$ cat src/rtl/tran_frame_ctrl.sv
// Transmit framer: pops payload bytes from the TX byte FIFO and wraps them
// as preamble / SFD / payload / CRC-8 for the serializer, then enforces an
// inter-frame gap before the next frame may start.
module tran_frame_ctrl #(
   parameter int unsigned PREAMBLE_LEN = 2,
   parameter logic [7:0]  SFD_BYTE     = 8'hD0,
   parameter int unsigned MAX_PAYLOAD  = 255,
   parameter int unsigned IFG_CYCLES   = 16
) (
   input  logic       clk_system,
   input  logic       rst,
   input  logic       xsnd,
   input  logic       fifo_empty,
   input  logic [7:0] fifo_data,
   output logic       fifo_rd,
   output logic [7:0] tx_data,
   output logic       tx_valid,
   input  logic       tx_ready,
   output logic       tx_last,
   output logic       busy,
   output logic       frame_done,
   output logic [7:0] payload_len
);

   localparam logic [7:0] PRE_BYTE = 8'h55;
   localparam logic [3:0] PRE_LAST = 4'(PREAMBLE_LEN - 1);
   localparam logic [7:0] MAX_LEN  = 8'(MAX_PAYLOAD);
   localparam logic [7:0] GAP_LAST = 8'(IFG_CYCLES - 1);

   typedef enum logic [2:0] {
      S_IDLE  = 3'd0,
      S_PRE   = 3'd1,
      S_SFD   = 3'd2,
      S_FETCH = 3'd3,
      S_WAIT  = 3'd4,
      S_DATA  = 3'd5,
      S_CRC   = 3'd6,
      S_GAP   = 3'd7
   } state_t;

   // CRC-8, polynomial 0x07, MSB first, one full byte per call.
   function automatic logic [7:0] crc8_update(input logic [7:0] crc, input logic [7:0] data);
      logic [7:0] c;
      c = crc ^ data;
      for (int i = 0; i < 8; i++) begin
         if (c[7]) begin
            c = {c[6:0], 1'b0} ^ 8'h07;
         end else begin
            c = {c[6:0], 1'b0};
         end
      end
      return c;
   endfunction

   state_t     state_r;
   state_t     state_s;
   logic [3:0] pre_cnt_r;
   logic [3:0] pre_cnt_s;
   logic [7:0] byte_cnt_r;
   logic [7:0] byte_cnt_s;
   logic [7:0] gap_cnt_r;
   logic [7:0] gap_cnt_s;
   logic [7:0] crc_r;
   logic [7:0] crc_s;
   logic [7:0] tx_data_s;
   logic       tx_valid_s;
   logic       tx_last_s;
   logic       fifo_rd_s;
   logic       frame_done_s;
   logic [7:0] payload_len_s;
   logic       busy_s;
   logic       xfer_s;

   assign xfer_s = tx_valid && tx_ready;

   // Next-state and next-output decode; every register holds unless its state acts.
   always_comb begin
      state_s       = state_r;
      pre_cnt_s     = pre_cnt_r;
      byte_cnt_s    = byte_cnt_r;
      gap_cnt_s     = gap_cnt_r;
      crc_s         = crc_r;
      tx_data_s     = tx_data;
      tx_valid_s    = tx_valid;
      tx_last_s     = tx_last;
      fifo_rd_s     = 1'b0;
      frame_done_s  = 1'b0;
      payload_len_s = payload_len;
      case (state_r)
         S_IDLE: begin
            // Empty frames are never started: wait for data as well as a request.
            if (xsnd && !fifo_empty) begin
               state_s    = S_PRE;
               pre_cnt_s  = 4'd0;
               byte_cnt_s = 8'd0;
               crc_s      = 8'h00;
               tx_data_s  = PRE_BYTE;
               tx_valid_s = 1'b1;
               tx_last_s  = 1'b0;
            end else begin
               state_s = S_IDLE;
            end
         end
         S_PRE: begin
            if (xfer_s) begin
               if (pre_cnt_r == PRE_LAST) begin
                  state_s   = S_SFD;
                  tx_data_s = SFD_BYTE;
               end else begin
                  pre_cnt_s = pre_cnt_r + 4'd1;
               end
            end else begin
               state_s = S_PRE;
            end
         end
         S_SFD: begin
            // FIFO was non-empty when the frame started and nothing has popped since.
            if (xfer_s) begin
               state_s    = S_FETCH;
               tx_valid_s = 1'b0;
               fifo_rd_s  = 1'b1;
            end else begin
               state_s = S_SFD;
            end
         end
         S_FETCH: begin
            state_s = S_WAIT;
         end
         S_WAIT: begin
            state_s    = S_DATA;
            tx_data_s  = fifo_data;
            tx_valid_s = 1'b1;
            crc_s      = crc8_update(crc_r, fifo_data);
            byte_cnt_s = byte_cnt_r + 8'd1;
         end
         S_DATA: begin
            if (xfer_s) begin
               if ((byte_cnt_r < MAX_LEN) && !fifo_empty) begin
                  state_s    = S_FETCH;
                  tx_valid_s = 1'b0;
                  fifo_rd_s  = 1'b1;
               end else begin
                  state_s   = S_CRC;
                  tx_data_s = crc_r;
                  tx_last_s = 1'b1;
               end
            end else begin
               state_s = S_DATA;
            end
         end
         S_CRC: begin
            if (xfer_s) begin
               state_s       = S_GAP;
               tx_valid_s    = 1'b0;
               tx_last_s     = 1'b0;
               frame_done_s  = 1'b1;
               payload_len_s = byte_cnt_r;
               gap_cnt_s     = 8'd0;
            end else begin
               state_s = S_CRC;
            end
         end
         S_GAP: begin
            // Requests are deliberately not looked at here; only IDLE samples xsnd.
            if (gap_cnt_r == GAP_LAST) begin
               state_s = S_IDLE;
            end else begin
               gap_cnt_s = gap_cnt_r + 8'd1;
            end
         end
         default: begin
            state_s    = S_IDLE;
            tx_valid_s = 1'b0;
            tx_last_s  = 1'b0;
         end
      endcase
      busy_s = (state_s != S_IDLE);
   end

   // State, counters, CRC and registered outputs; reset abandons any frame in flight.
   always_ff @(posedge clk_system or posedge rst) begin
      if (rst) begin
         state_r     <= S_IDLE;
         pre_cnt_r   <= 4'd0;
         byte_cnt_r  <= 8'd0;
         gap_cnt_r   <= 8'd0;
         crc_r       <= 8'h00;
         tx_data     <= 8'h00;
         tx_valid    <= 1'b0;
         tx_last     <= 1'b0;
         fifo_rd     <= 1'b0;
         frame_done  <= 1'b0;
         payload_len <= 8'h00;
         busy        <= 1'b0;
      end else begin
         state_r     <= state_s;
         pre_cnt_r   <= pre_cnt_s;
         byte_cnt_r  <= byte_cnt_s;
         gap_cnt_r   <= gap_cnt_s;
         crc_r       <= crc_s;
         tx_data     <= tx_data_s;
         tx_valid    <= tx_valid_s;
         tx_last     <= tx_last_s;
         fifo_rd     <= fifo_rd_s;
         frame_done  <= frame_done_s;
         payload_len <= payload_len_s;
         busy        <= busy_s;
      end
   end

endmodule

$ cat config.mk
export PLATFORM = sky130hd
export DESIGN_NAME = tran_frame_ctrl
export DESIGN_NICKNAME = d
export VERILOG_FILES = /design/src/rtl/tran_frame_ctrl.sv
export SDC_FILE = /design/constraint.sdc
export NUM_CORES = 1
export LEC_CHECK = 0
export ABC_AREA = 1
export ABC_CLOCK_PERIOD_IN_PS = 2000
export CAP_MARGIN = 10
export CORE_MARGIN = 3
export CORE_UTILIZATION = 40
export CTS_CLUSTER_DIAMETER = 150
export CTS_CLUSTER_SIZE = 12
export DETAILED_ROUTE_END_ITERATION = 8
export MAX_ROUTING_LAYER = met4
export PLACE_DENSITY_LB_ADDON = 0.12
export SYNTH_ARGS = -nofsm -noshare
export SYNTH_HDL_FRONTEND = slang
export SYNTH_SLANG_ARGS = --single-unit
$ cat constraint.sdc
create_clock -name clk_system -period 2 [get_ports clk_system]
set_clock_uncertainty 0.05 [all_clocks]
set_input_delay 0.5 -clock clk_system [delete_from_list [all_inputs] [get_ports clk_system]]
set_output_delay 0.5 -clock clk_system [all_outputs]
set_load 0.05 [all_outputs]
======== Word level (Yosys, flattened, before mapping) ========
Index checks and enable logic that the tools add are counted.
word-level totals
  bits of input ports ..................... 13
  register bits ........................... 52
  word-level logic and storage cells ...... 118
cells by class
  reductions and logical operators ........ 20
  bitwise operators ....................... 9
  $lt $le $gt $ge ......................... 1
  equal/unequal tests ..................... 19
  $add $sub $neg .......................... 3
  muxes and demuxes ....................... 54
operators by type and width
  kind                   count
  $mux W8                15
  $pmux W8 S2            3
  $mux W3                13
  $pmux W8 S4            1
  $not A3 Y3             8
  $pmux W3 S8            1
  $ne A2 B2 Y1 const B   9
  $add A8 B1 Y8 const B  2
  $mux W1                14
  $eq A3 B3 Y1 const B   4
  $mux W4                3
  $reduce_and A5 Y1      2
  $eq A8 B4 Y1 const B   1
  $lt A8 B8 Y1 const B   1
  $pmux W4 S2            1
  $reduce_bool A4 Y1     2
  $xor A8 B8 Y8          1
  $eq A3 B2 Y1 const B   2
  $reduce_and A6 Y1      1
  $reduce_bool A2 Y1     3
  $reduce_bool A3 Y1     2
  $add A4 B1 Y4 const B  1
  $eq A4 B1 Y1 const B   1
  $pmux W1 S4            1
  11 further kinds       14

======== Logic depth before layout (Yosys ltp) ========
  word-level depth ........................ 25
  mapped depth ............................ 11
  mapped depth without buffers ............ 10

======== Least setup slack after synthesis ========
Ideal clock, no wire load.
  kind .................................... flip-flop to flip-flop
  start ................................... register tx_valid
  end ..................................... register tx_data[2]
  buffers on the path ..................... 1
  arrival ................................. 1.571 ns
  cell stages (with the launch flop) ...... 9
  slack ................................... 0.258 ns
  cells stage by stage .................... dfrtp_1 -> nand2_1 -> inv_1 -> o21ai_1 -> a21oi_2 -> nand2_4 -> buf_8 -> nand2_2 -> o21ai_2
on the way
  cells in the longest elaborated chain, start to end .. 3
ends and longest elaborated chain
  what                           line  RTL
  start, declared                17    output logic tx_valid,
  start signal, assigned         202   tx_valid <= tx_valid_s;
  $logic_and A1 B1 Y1 *          74    assign xfer_s = tx_valid && tx_ready;
  $ne A2 B2 Y1 (no line)         n/a
  $reduce_and A6 Y1 (no line) *  n/a
  end signal, assigned           201   tx_data <= tx_data_s;
  end, declared                  16    output logic [7:0] tx_data,
Every way passes the cells marked *; elsewhere a longest branch is shown, timed or not.
A chain may end at the register's enable or synchronous reset.

======== Final worst setup path ========
  start ................................... register state_r[1]
  end ..................................... register pre_cnt_r[2]
on the way
  cells in the longest elaborated chain, start to end .. 3
ends and longest elaborated chain
  what                                                          line  RTL
  start, declared                                               55    state_t state_r;
  start signal, assigned                                        196   state_r <= state_s;
  $eq A3 B1 Y1 or $logic_not A3 Y1 (tied branches)              89    case (state_r)
  $ne A2 B2 Y1 (no line) or $reduce_bool A2 Y1 (tied branches)  n/a
  $reduce_and A4 Y1 (no line)                                   n/a
  end signal, assigned                                          197   pre_cnt_r <= pre_cnt_s;
  end, declared                                                 57    logic [3:0] pre_cnt_r;
Several ways; a longest one is shown, not always the timed one.

==> flow_summary_export.csv <==
group,metric,value,unit
detailed_routing,avgRoutedWirePerCell,13.2,microns
clock_tree,cts_setup_buffers,0,
synth,ys_ff_latch,52,
synth,ys_top_cells_by_area,"dfrtp_1 43%, nand2_1 16%, nand3_1 5.0%",
cells_and_area,drive_gt1_frac,0.183,
cells_and_area,nets,454,
clock_tree,clkSinkCount,52,
detailed_routing,ant_nets,0,
worst_setup_path,crit_path_top_delay_cell,"dfrtp_1",
detailed_routing,routed_via_density,4.93,
worst_setup_path,cpLargestDelayFamily,"simple AND/OR/NAND/NOR gates",
clock_tree,clkLatencyLatePin,0.32,ns
worst_setup_path,crit_arrival,1.88,ns
die,pin_count,34,
cells_and_area,n_antenna_cell,0,
grt,grt_first_pass_wirelength,12100,microns
worst_setup_path,r2r_setup_slack,0.28,ns
timing,hold_viol,0,
min_path,worstHoldPathType,"input pin to asynchronous set/reset pin",
power,p_per_area,987,nW/um^2
synth,ys_warn_count,0,
synth,synthCells,391,
detailed_routing,drt_wl_total,7100,microns
worst_setup_path,crit_fanout,8,
detailed_routing,route.detailed.drc,0,
clock_tree,tritoncts,"yes",
worst_setup_path,worstPathCellList,"inv_2 > nand2_4 > nor2_4 > nand3_2 > a21oi_4 > or2_1 > nand2_1",
run_status,status,"complete, no violations",
die,core_region_area,7290,sq um
clock_tree,h-tree-depth,2,
worst_setup_path,slowest_delay,0.53,ns
synth,synth_cell_types,38,
power,ir_drop,0.523,mV
synth,avgSynthCellArea,7.74,sq um
grt,antenna_found_initial,0,
clock_tree,clock-root-buffer,"clkbuf_8",
placed_design,hpwl,5310,microns
worst_setup_path,cp-end-kind,"flop",
die,dieHeight,93.0,microns
detailed_routing,firstDrtPassIters,4,
clock_tree,postCtsResizedCells,0,
timing,fin_crit,1.72,ns
flow_run,drv_cap,0,
grt,grt_pass1_vias,2465,
timing,fin_crit_sh,0.862,
placed_design,place.port_buffers,33,
worst_setup_path,r2r_end,"pre_cnt_r[2]",
synth,ys_seq_area_frac,0.430,
worst_setup_path,crit_required,2.16,ns
worst_setup_path,worst-setup-path-type,"flop to flop",
clock_tree,cts.path.max_buffers,2,
worst_setup_path,worst_r2r_path_depth,7,
timing,rsz0062_at_grt,"no",
timing,setup_viol,0,
die,start_util,0.415,
detailed_routing,num_vias,2647,
timing,worst-slew-pin-transition,0.394,ns
synth,synth_area_leader_cell,"dfrtp_1",
clock_tree,cts_made_buffers,5,
die,num_rows,31,
worst_setup_path,start_kind,"flop",
worst_setup_path,r2r-start,"state_r[1]",
die,die_w,93.0,microns
worst_setup_path,path_buf_inv,1,
grt,grt_max_degree,30,
clock_tree,holdBufCountCts,0,
synth,synth_top_area_frac,0.430,
power,p_leak,1.80,nW
clock_tree,clk_pin_slew,0.10,ns
placed_design,gp_congestion,0.915,
grt,gr-total-overflow,0,
timing,fmax,580,MHz
timing,slew_headroom,0.736,
synth,synth_nets,408,
timing,slew_violations,0,
cells_and_area,post-route-util,0.492,
timing,hold_ws,0.389,ns
worst_setup_path,path_depth,7,
timing,tns,0,ns
cells_and_area,syn_to_final_growth,18.6,%
grt,gr-usage-all-layers,0.180,
die,fp.dieArea,8650,sq um
synth,syn_area,3030,sq um
detailed_routing,drtIter0Drc,114,
state kept, by name, indices dropped and copies added (netlist names):
signal,count
byte_cnt_r,8
crc_r,8
gap_cnt_r,8
payload_len,8
tx_data,8
pre_cnt_r,4
state_r,3
busy,1
fifo_rd,1
frame_done,1
tx_last,1
tx_valid,1
stage by stage:
| step | instances | area (sq um) | power, mW | setup slack, ns |
|---|---|---|---|---|
| after detailed placement | 529 | 3480 | 2.81 | 0.0624 |
| after global routing | 537 | 3590 | 3.79 | 0.0633 |
| after CTS | 537 | 3590 | 3.57 | 0.284 |
| after global placement | 529 | 3480 | 2.79 | 0.100 |
| after floorplan | 391 | 3030 | 2.43 | 0.192 |
| final | 537 | 3590 | 3.54 | 0.276 |
cell type report:
cell class	instances	area (sq um)
clock inverters	2	38.8
fillers	758	3700
multi-input cells	288	1500
clock buffers	6	72.6
repair buffers	45	380
inverters	45	176
flip-flops and latches	52	1300
well taps	99	124
cell usage after synthesis (all sizes together):
| master | number |
|---|---|
| nand2 | 143 |
| dfrtp | 52 |
| inv | 44 |
| o21ai | 36 |
| nand3 | 33 |
| nor2 | 22 |
| a21oi | 12 |
| nand4 | 9 |
| o22ai | 9 |
| buf | 6 |
| xor2 | 5 |
| ha | 4 |
| xnor2 | 4 |
| nor3 | 3 |
| nand3b | 2 |
| or2 | 2 |
| clkinv | 1 |
| mux2i | 1 |
| o221ai | 1 |
| o31ai | 1 |
| o32ai | 1 |
power breakdown:
group | leakage [nW] | internal (mW) | switching [mW]
sequential | 0.672 | 1.20 | 0.132
combinational | 1.07 | 0.486 | 0.955
clock | 0.0558 | 0.379 | 0.387
worst max path at each step:
stage | start | endpoint | slack, ns
floorplan | rst | busy | 0.19
global placement | tx_ready | tx_data[4] | 0.10
detailed placement | tx_ready | tx_data[6] | 0.06
CTS | gap_cnt_r[0] | gap_cnt_r[3] | 0.28
global route | gap_cnt_r[0] | gap_cnt_r[1] | 0.06
finish | state_r[1] | pre_cnt_r[2] | 0.28
kinds of logic (layout without fill, tap and decap cells):
logic type / Yosys count / after routing / share of synthesized area
fa+ha+maj: 4 / 4 / 0.0165
compound gates: 60 / 60 / 0.124
flops: 52 / 52 / 0.430
simple gates: 214 / 214 / 0.325
buf+inv: 51 / 98 / 0.0752
xor+xnor: 9 / 9 / 0.0260
mux: 1 / 1 / 0.00331
layout by cell type (no fill, tap or decap), drive strengths merged:
| cell | synthesis | routed |
|---|---|---|
| a21oi | 12 | 12 |
| buf | 6 | 33 |
| bufinv | 0 | 1 |
| clkbuf | 0 | 6 |
| clkdlybuf4s50 | 0 | 12 |
| clkinv | 1 | 1 |
| dfrtp | 52 | 52 |
| ha | 4 | 4 |
| inv | 44 | 45 |
| mux2i | 1 | 1 |
| nand2 | 143 | 143 |
| nand3 | 33 | 33 |
| nand3b | 2 | 2 |
| nand4 | 9 | 9 |
| nor2 | 22 | 22 |
| nor3 | 3 | 3 |
| o21ai | 36 | 36 |
| o221ai | 1 | 1 |
| o22ai | 9 | 9 |
| o31ai | 1 | 1 |
| o32ai | 1 | 1 |
| or2 | 2 | 2 |
| xnor2 | 4 | 4 |
| xor2 | 5 | 5 |
layer usage:
layer,share of wire,track usage,up-vias
li1,-,-,1370
met1,0.50,0.254,1233
met2,0.46,0.271,37
met3,0.030,0.0265,7
met4,0.011,0.0537,0
met5,0,-,-
worst register-to-register path, stage by stage, from the launching register on:
cell	delay, ns
dfrtp_1	0.53
inv_2	0.18
nand2_4	0.10
nor2_4	0.13
nand3_2	0.19
a21oi_4	0.26
or2_1	0.13
nand2_1	0.05
Note: power is estimated with default switching activity, not from simulation.
